### src/rtl/pe_multibank.sv
// Weight-stationary systolic PE with NUM_BANKS independently loadable
// weight banks. The A-flow (top-down) carries weight tokens that are
// captured by the PE whose ROW_ID matches the token index. The B-flow
// (left-right) carries activations and partial sums, plus a bank switch
// request that selects which bank feeds the multiplier.
//
// Timing rules:
//   - A MAC always reads the bank selected by act_ptr_q and the bank
//     contents as they were before the current edge. A same-cycle write
//     or switch therefore only affects the following cycle's MAC.
//   - pe_enabled=0 freezes every register, including banks and act_ptr.
//
// There is no handshake: every registered output is a plain
// one-cycle-delayed copy or result. A token is "valid" only while its
// valid flag (pe_accept_w_out / pe_valid_out) is 1, and the PE never
// stalls its neighbours.
module pe_multibank #(
  parameter int ROW_ID               = 0,
  parameter int SYSTOLIC_ARRAY_WIDTH = 16,
  parameter int DATA_WIDTH_IN        = 8,
  parameter int DATA_WIDTH_ACCUM     = 32,
  parameter int NUM_BANKS            = 4,
  parameter int SATURATE             = 0,
  localparam int IW = $clog2(SYSTOLIC_ARRAY_WIDTH),
  localparam int BW = $clog2(NUM_BANKS)
) (
  input  logic                        clk,
  input  logic                        rst,
  input  logic                        pe_enabled,
  // A-flow (weights)
  input  logic                        pe_accept_w_in,
  input  logic [DATA_WIDTH_IN-1:0]    pe_weight_in,
  input  logic [IW-1:0]               pe_index_in,
  input  logic [BW-1:0]               pe_bank_wr_in,
  output logic [DATA_WIDTH_IN-1:0]    pe_weight_out,
  output logic [IW-1:0]               pe_index_out,
  output logic [BW-1:0]               pe_bank_wr_out,
  output logic                        pe_accept_w_out,
  // B-flow (activations / partial sums)
  input  logic                        pe_valid_in,
  input  logic                        pe_switch_in,
  input  logic [BW-1:0]               pe_bank_sel_in,
  input  logic [DATA_WIDTH_IN-1:0]    pe_input_in,
  input  logic [DATA_WIDTH_ACCUM-1:0] pe_psum_in,
  output logic [DATA_WIDTH_IN-1:0]    pe_input_out,
  output logic                        pe_valid_out,
  output logic                        pe_switch_out,
  output logic [BW-1:0]               pe_bank_sel_out,
  output logic [DATA_WIDTH_ACCUM-1:0] pe_psum_out,
  output logic                        pe_sat_out
);

  localparam int DW = DATA_WIDTH_IN;
  localparam int AW = DATA_WIDTH_ACCUM;
  localparam int PW = 2 * DATA_WIDTH_IN;

  localparam logic [IW-1:0] ROW_IDX    = IW'(ROW_ID);
  localparam logic [BW:0]   BANK_LIMIT = (BW + 1)'(NUM_BANKS);

  localparam logic [AW-1:0] ACC_MAX = {1'b0, {(AW - 1){1'b1}}};
  localparam logic [AW-1:0] ACC_MIN = {1'b1, {(AW - 1){1'b0}}};

  // ---------------------------------------------------------------------
  // State registers
  // ---------------------------------------------------------------------
  logic [DW-1:0] weight_q, weight_d;
  logic [IW-1:0] index_q, index_d;
  logic [BW-1:0] bank_wr_q, bank_wr_d;
  logic          accept_w_q, accept_w_d;

  logic [DW-1:0] input_q, input_d;
  logic          valid_q, valid_d;
  logic          switch_q, switch_d;
  logic [BW-1:0] bank_sel_q, bank_sel_d;
  logic [AW-1:0] psum_q, psum_d;
  logic          sat_q, sat_d;

  logic [DW-1:0] bank_q [NUM_BANKS];
  logic [BW-1:0] act_ptr_q, act_ptr_d;

  // ---------------------------------------------------------------------
  // Combinational decode and datapath
  // ---------------------------------------------------------------------
  logic                 row_match;
  logic                 wr_bank_ok;
  logic                 wr_en;
  logic                 sel_bank_ok;
  logic signed [DW-1:0] act_weight;
  logic signed [PW-1:0] product;
  logic signed [AW:0]   full_sum;
  logic                 ovf;
  logic [AW-1:0]        mac_result;

  assign row_match   = (pe_index_in == ROW_IDX);
  assign wr_bank_ok  = ({1'b0, pe_bank_wr_in} < BANK_LIMIT);
  assign wr_en       = pe_accept_w_in && row_match && wr_bank_ok;
  assign sel_bank_ok = ({1'b0, pe_bank_sel_in} < BANK_LIMIT);

  // Read the active bank through an explicit mux so an unused pointer
  // code (non power-of-two NUM_BANKS) reads zero rather than out of range.
  always_comb begin
    act_weight = '0;
    for (int b = 0; b < NUM_BANKS; b++) begin
      if (act_ptr_q == BW'(b)) begin
        act_weight = $signed(bank_q[b]);
      end
    end
  end

  // Product at 2*DW signed, sum at AW+1 bits so overflow is visible.
  assign product  = $signed(pe_input_in) * act_weight;
  assign full_sum = $signed({{(AW + 1 - PW){product[PW-1]}}, product})
                  + $signed({pe_psum_in[AW-1], pe_psum_in});

  // Top two bits disagree exactly when the sum leaves the AW-bit range.
  assign ovf = full_sum[AW] ^ full_sum[AW-1];

  // Clamp toward the sign of the true sum, or wrap to the low AW bits.
  always_comb begin
    mac_result = full_sum[AW-1:0];
    if ((SATURATE != 0) && ovf) begin
      mac_result = full_sum[AW] ? ACC_MIN : ACC_MAX;
    end
  end

  // Next-state for A-flow pass-through; a matching token is consumed here.
  always_comb begin
    weight_d   = pe_weight_in;
    index_d    = pe_index_in;
    bank_wr_d  = pe_bank_wr_in;
    accept_w_d = pe_accept_w_in && !row_match;
  end

  // Next-state for B-flow pass-through and MAC result.
  always_comb begin
    input_d    = pe_input_in;
    valid_d    = pe_valid_in;
    switch_d   = pe_switch_in;
    bank_sel_d = pe_bank_sel_in;
    psum_d     = '0;
    sat_d      = 1'b0;
    if (pe_valid_in) begin
      psum_d = mac_result;
      sat_d  = ovf;
    end
  end

  // Next active bank; out-of-range selections are ignored.
  always_comb begin
    act_ptr_d = act_ptr_q;
    if (pe_switch_in && sel_bank_ok) begin
      act_ptr_d = pe_bank_sel_in;
    end
  end

  // ---------------------------------------------------------------------
  // Sequential
  // ---------------------------------------------------------------------

  // A-flow pass-through registers.
  always_ff @(posedge clk or negedge rst) begin
    if (!rst) begin
      weight_q   <= '0;
      index_q    <= '0;
      bank_wr_q  <= '0;
      accept_w_q <= 1'b0;
    end else if (pe_enabled) begin
      weight_q   <= weight_d;
      index_q    <= index_d;
      bank_wr_q  <= bank_wr_d;
      accept_w_q <= accept_w_d;
    end
  end

  // B-flow pass-through and MAC output registers.
  always_ff @(posedge clk or negedge rst) begin
    if (!rst) begin
      input_q    <= '0;
      valid_q    <= 1'b0;
      switch_q   <= 1'b0;
      bank_sel_q <= '0;
      psum_q     <= '0;
      sat_q      <= 1'b0;
    end else if (pe_enabled) begin
      input_q    <= input_d;
      valid_q    <= valid_d;
      switch_q   <= switch_d;
      bank_sel_q <= bank_sel_d;
      psum_q     <= psum_d;
      sat_q      <= sat_d;
    end
  end

  // Weight banks: a matching token writes exactly one bank.
  always_ff @(posedge clk or negedge rst) begin
    if (!rst) begin
      for (int b = 0; b < NUM_BANKS; b++) begin
        bank_q[b] <= '0;
      end
    end else if (pe_enabled && wr_en) begin
      for (int b = 0; b < NUM_BANKS; b++) begin
        if (pe_bank_wr_in == BW'(b)) begin
          bank_q[b] <= pe_weight_in;
        end
      end
    end
  end

  // Active bank pointer.
  always_ff @(posedge clk or negedge rst) begin
    if (!rst) begin
      act_ptr_q <= '0;
    end else if (pe_enabled) begin
      act_ptr_q <= act_ptr_d;
    end
  end

  // ---------------------------------------------------------------------
  // Outputs
  // ---------------------------------------------------------------------
  assign pe_weight_out   = weight_q;
  assign pe_index_out    = index_q;
  assign pe_bank_wr_out  = bank_wr_q;
  assign pe_accept_w_out = accept_w_q;
  assign pe_input_out    = input_q;
  assign pe_valid_out    = valid_q;
  assign pe_switch_out   = switch_q;
  assign pe_bank_sel_out = bank_sel_q;
  assign pe_psum_out     = psum_q;
  assign pe_sat_out      = sat_q;

endmodule

### config.mk
export PLATFORM = sky130hd
export DESIGN_NAME = pe_multibank
export DESIGN_NICKNAME = d
export VERILOG_FILES = /design/src/rtl/pe_multibank.sv
export SDC_FILE = /design/constraint.sdc
export NUM_CORES = 1
export LEC_CHECK = 0
export BUFFER_PORTS_ARGS = -buffer_cell sky130_fd_sc_hd__buf_4
export CORE_MARGIN = 4
export CORE_UTILIZATION = 54
export CTS_CLUSTER_SIZE = 25
export DETAILED_ROUTE_END_ITERATION = 16
export GPL_ROUTABILITY_DRIVEN = 0
export HOLD_SLACK_MARGIN = 0.05
export PLACE_DENSITY = 0.75
export SYNTH_ARGS = -nofsm -noshare
export SYNTH_HDL_FRONTEND = slang
export SYNTH_SLANG_ARGS = --single-unit
### constraint.sdc
create_clock -name clk -period 6.9 [get_ports clk]
set_input_delay 0.345 -clock clk [delete_from_list [all_inputs] [get_ports clk]]
set_output_delay 0.345 -clock clk [all_outputs]
set_load 0.01 [all_outputs]
==> flow_summary.rst <==
.. list-table::
   :header-rows: 1

   * - Metric
     - Value
   * - Result of the run
     - finished clean
   * - HPWL after detailed placement
     - 16.9 mm
   * - Pins over their slew limit
     - 0
   * - Via/cell ratio
     - 5.49
   * - Clock tree from TritonCTS
     - yes
   * - Wire length after detailed routing
     - 20.8 mm
   * - Wirelength per Cell
     - 17.7 um
   * - Mean Syn Cell Area
     - 11.5 um2
   * - Via count of the routed design
     - 6450
   * - Total number of nets in the final design
     - 1223
   * - Commonest register cell after synthesis
     - sky130_fd_sc_hd__dfrtp_1
   * - Most repeated library cell on the critical path
     - sky130_fd_sc_hd__fa_1
   * - Worst Path Max Fanout
     - 10
   * - Met3 layer usage reported by global route
     - 0.0412
   * - Overall overflow remaining after global route
     - 0
   * - Total setup violations reported at the end of the flow
     - 0
   * - Diodes inserted
     - 0
   * - GR Layer Usage met2
     - 0.380
   * - Synthesized instance count
     - 812
   * - Slew margin rel.
     - 0.367
   * - Clock tree buffer depth
     - 2
   * - Share of cells above drive strength 1
     - 0.253
   * - # DRC
     - 0
   * - Series of cell instances along the critical path
     - mux4_2 -> nand2_1 -> fa_1 -> fa_1 -> clkinvlp_4 -> buf_4 -> fa_1 -> fa_1 -> ha_1 -> ha_1 -> a21o_1 -> a211o_1 -> a22o_2 -> o31a_1 -> o2bb2ai_1 -> a31oi_1 -> xnor2_1 -> a22o_1
   * - Number of warning messages in the yosys log
     - 0
   * - Launching element of the worst setup path
     - act_ptr_q[0]
   * - Area after detailed placement
     - 10500 um2
   * - Die Span X
     - 139 um
   * - Number of nets in the synthesized netlist
     - 1086
   * - Async set or reset register ratio after synthesis
     - 1.00
   * - Total number of cells along the worst setup path
     - 18
   * - Ports placed on the boundary
     - 122
   * - Initial antenna violation count
     - 0
   * - Reg-to-Reg End
     - pe_psum_out[25]
   * - Worst Max-Slew Pin Slew
     - 0.949 ns
   * - Critical Path End
     - pe_psum_out[25]
   * - Critical Setup Path Class
     - reg2reg
   * - Finished layout cell area
     - 10900 um2
   * - Period utilization
     - 0.940
   * - Synth-to-Final Area Change
     - 16.8%
   * - Global routing usage on met1
     - 0.309
   * - Static power due to leakage
     - 0.00557 uW
   * - Fill cell instance count of the final layout
     - 1315
   * - Layer carrying the most global-route usage
     - met2
   * - Number of synthesized flops with an enable pin
     - 0
   * - P per Cell Area
     - 350 nW/um2
   * - Height of the die
     - 139 um
   * - Min Tclk post-route
     - 6.49 ns
   * - Cts bufs inserted
     - 9
   * - Critical path data required time
     - 7.12 ns
   * - Worst Clk Skew
     - 0.00803 ns
   * - Total count of hold-check failures in the final report
     - 0
   * - Number of unique standard cell types used by synthesis
     - 62
   * - Effective utilization at floorplan
     - 0.556
   * - Min-Delay Startpoint
     - pe_index_in[2]
   * - Library cell contributing the largest single delay on the critical path
     - sky130_fd_sc_hd__fa_1
   * - Cell row count
     - 47
   * - # clock sinks
     - 94
   * - 1st-iter DRT viols
     - 314
   * - Max-capacitance violation count
     - 0
   * - Number of search-and-repair iterations in the first detailed-routing pass
     - 4
   * - Arrival time of data at the critical path endpoint
     - 6.71 ns
   * - Hold-critical path depth
     - 2
   * - Area of the core region
     - 16800 um2
   * - CTS clock-pin slew for the worst setup and hold paths
     - 0.06 ns
   * - Highest attainable clock frequency
     - 0.154 GHz
   * - Crit path largest cell delay
     - 0.66 ns
   * - Fraction of the core area covered by cells at the end of the flow
     - 0.650
   * - Combined area of all synthesized cells
     - 9320 um2
   * - Global-route wire length before repair
     - 35.5 mm
   * - Port Buffer Count
     - 121
   * - Buffers plus inverters on the worst setup path
     - 2
   * - Vias in the first global route
     - 6984
   * - Kind of cell with the highest combined delay on the critical path
     - adder cells
   * - Htree depth
     - 3
   * - HP Class
     - in2reg
   * - Clock latency of the later-clocked register in the worst-skew pair
     - 0.33 ns
   * - Kind of capture point of the worst setup path
     - flop
   * - CP Launch Type
     - flop
   * - Accumulated negative setup slack
     - 0 ns
   * - Setup slack on the worst flop-to-flop path
     - 0.41 ns
   * - RSZ-0062 raised after global routing
     - no
   * - Peak VDD IR
     - 345 uV
   * - Share of the yosys chip area belonging to registers
     - 0.252
   * - Overall Global Routing Usage
     - 0.225
   * - DIE AREA
     - 19400 um2
   * - Most frequent cells in the layout
     - sky130_fd_sc_hd__fa_1, sky130_fd_sc_hd__buf_4, sky130_fd_sc_hd__inv_1
   * - Reg2Reg Depth
     - 18
   * - Number of synthesized register bits
     - 94
   * - Launching point of the worst reg2reg path
     - act_ptr_q[0]
   * - Maximum number of pins on one net before global-route repair
     - 76
   * - Root buffer selected by CTS
     - sky130_fd_sc_hd__clkbuf_16
   * - Antenna viol nets, final
     - 0
[state kept, by name, summed over array words and instances, names as in the netlist]
| signal | flops |
|---|---|
| pe_accept_w_out | 1 |
| pe_bank_sel_out | 2 |
| pe_weight_out | 8 |
| pe_index_out | 4 |
| pe_bank_wr_out | 2 |
| pe_input_out | 8 |
| act_ptr_q | 2 |
| pe_psum_out | 32 |
| bank_q | 32 |
| pe_valid_out | 1 |
| pe_sat_out | 1 |
| pe_switch_out | 1 |
[power by group]
part	internal (uW)	leakage [uW]	switching, uW
Sequential	655	0.00120	78.3
Clock	265	0.000133	204
Combinational	1160	0.00424	1450
[Yosys cell counts, drive strengths merged (6+ instances only)]
library cell | n | area, um2
dfrtp | 94 | 2350
mux2 | 59 | 664
nor2 | 21 | 78.8
mux4 | 7 | 158
fa | 140 | 2800
clkbuf | 10 | 37.5
and2 | 37 | 231
o21a | 8 | 60.1
a22o | 16 | 141
nand3 | 10 | 50.1
buf | 6 | 45.0
nor3 | 7 | 45.0
ha | 72 | 901
o32ai | 6 | 52.6
xnor2 | 16 | 140
nand2 | 44 | 165
a21oi | 26 | 138
a21o | 8 | 60.1
inv | 131 | 492
o21ai | 23 | 115
[metrics by stage]
| stage | hold WS (ns) | total power (uW) | std cells | setup WS, ns |
|---|---|---|---|---|
| 6_report | 0.252 | 3820 | 1174 | 0.413 |
| 5_1_grt | 0.248 | 4190 | 1174 | 0.0777 |
| 4_1_cts | 0.240 | 3810 | 1167 | 0.241 |
| 3_5_place_dp | 0.242 | 3310 | 1150 | 0.263 |
| 3_3_place_gp | 0.242 | 3250 | 1150 | 0.388 |
| 2_1_floorplan | 0.0494 | 2570 | 812 | 0.418 |
[logic make-up (layout without fill, tap and decap cells)]
family | count (synthesis) | count (layout) | share of synthesized area
fa+ha+maj | 212 | 212 | 0.397
flops | 94 | 94 | 0.252
mux | 67 | 67 | 0.0892
xor+xnor | 20 | 20 | 0.0188
compound gates | 126 | 126 | 0.0986
buf+inv | 147 | 289 | 0.0616
simple gates | 146 | 146 | 0.0823
[routing by layer]
layer  vias up  share of wire
li1       2979              -
met1      3294           0.43
met2       157           0.50
met3        20          0.055
met4         0          0.012
met5         -              0
[cell type report]
class / count / area (um2) / share of cell area
Multi-Input combinational cell: 571 / 6400 / 0.588
Clock buffer: 14 / 264 / 0.0242
Inverter: 131 / 499 / 0.0458
Sequential cell: 94 / 2350 / 0.216
Clock inverter: 2 / 16.3 / 0.00149
Tap cell: 220 / 275 / 0.0253
Timing Repair Buffer: 142 / 1080 / 0.0993
[worst min path at each step]
stage,to
floorplan,act_ptr_q[0]
global placement,pe_bank_wr_out[1]
detailed placement,pe_bank_wr_out[1]
CTS,pe_index_out[1]
global route,pe_index_out[1]
finish,pe_index_out[2]
[what timing repair did]
| item | CTS | global route |
|---|---|---|
| resized for setup | 0 | 4 |
| hold buffers | 1 | 0 |
| buffers inserted | 0 | 7 |
| endpoints found under the hold margin | 19 | 0 |
| endpoints found under the setup margin | 0 | 1 |
Note: power is estimated with default switching activity, not from simulation.
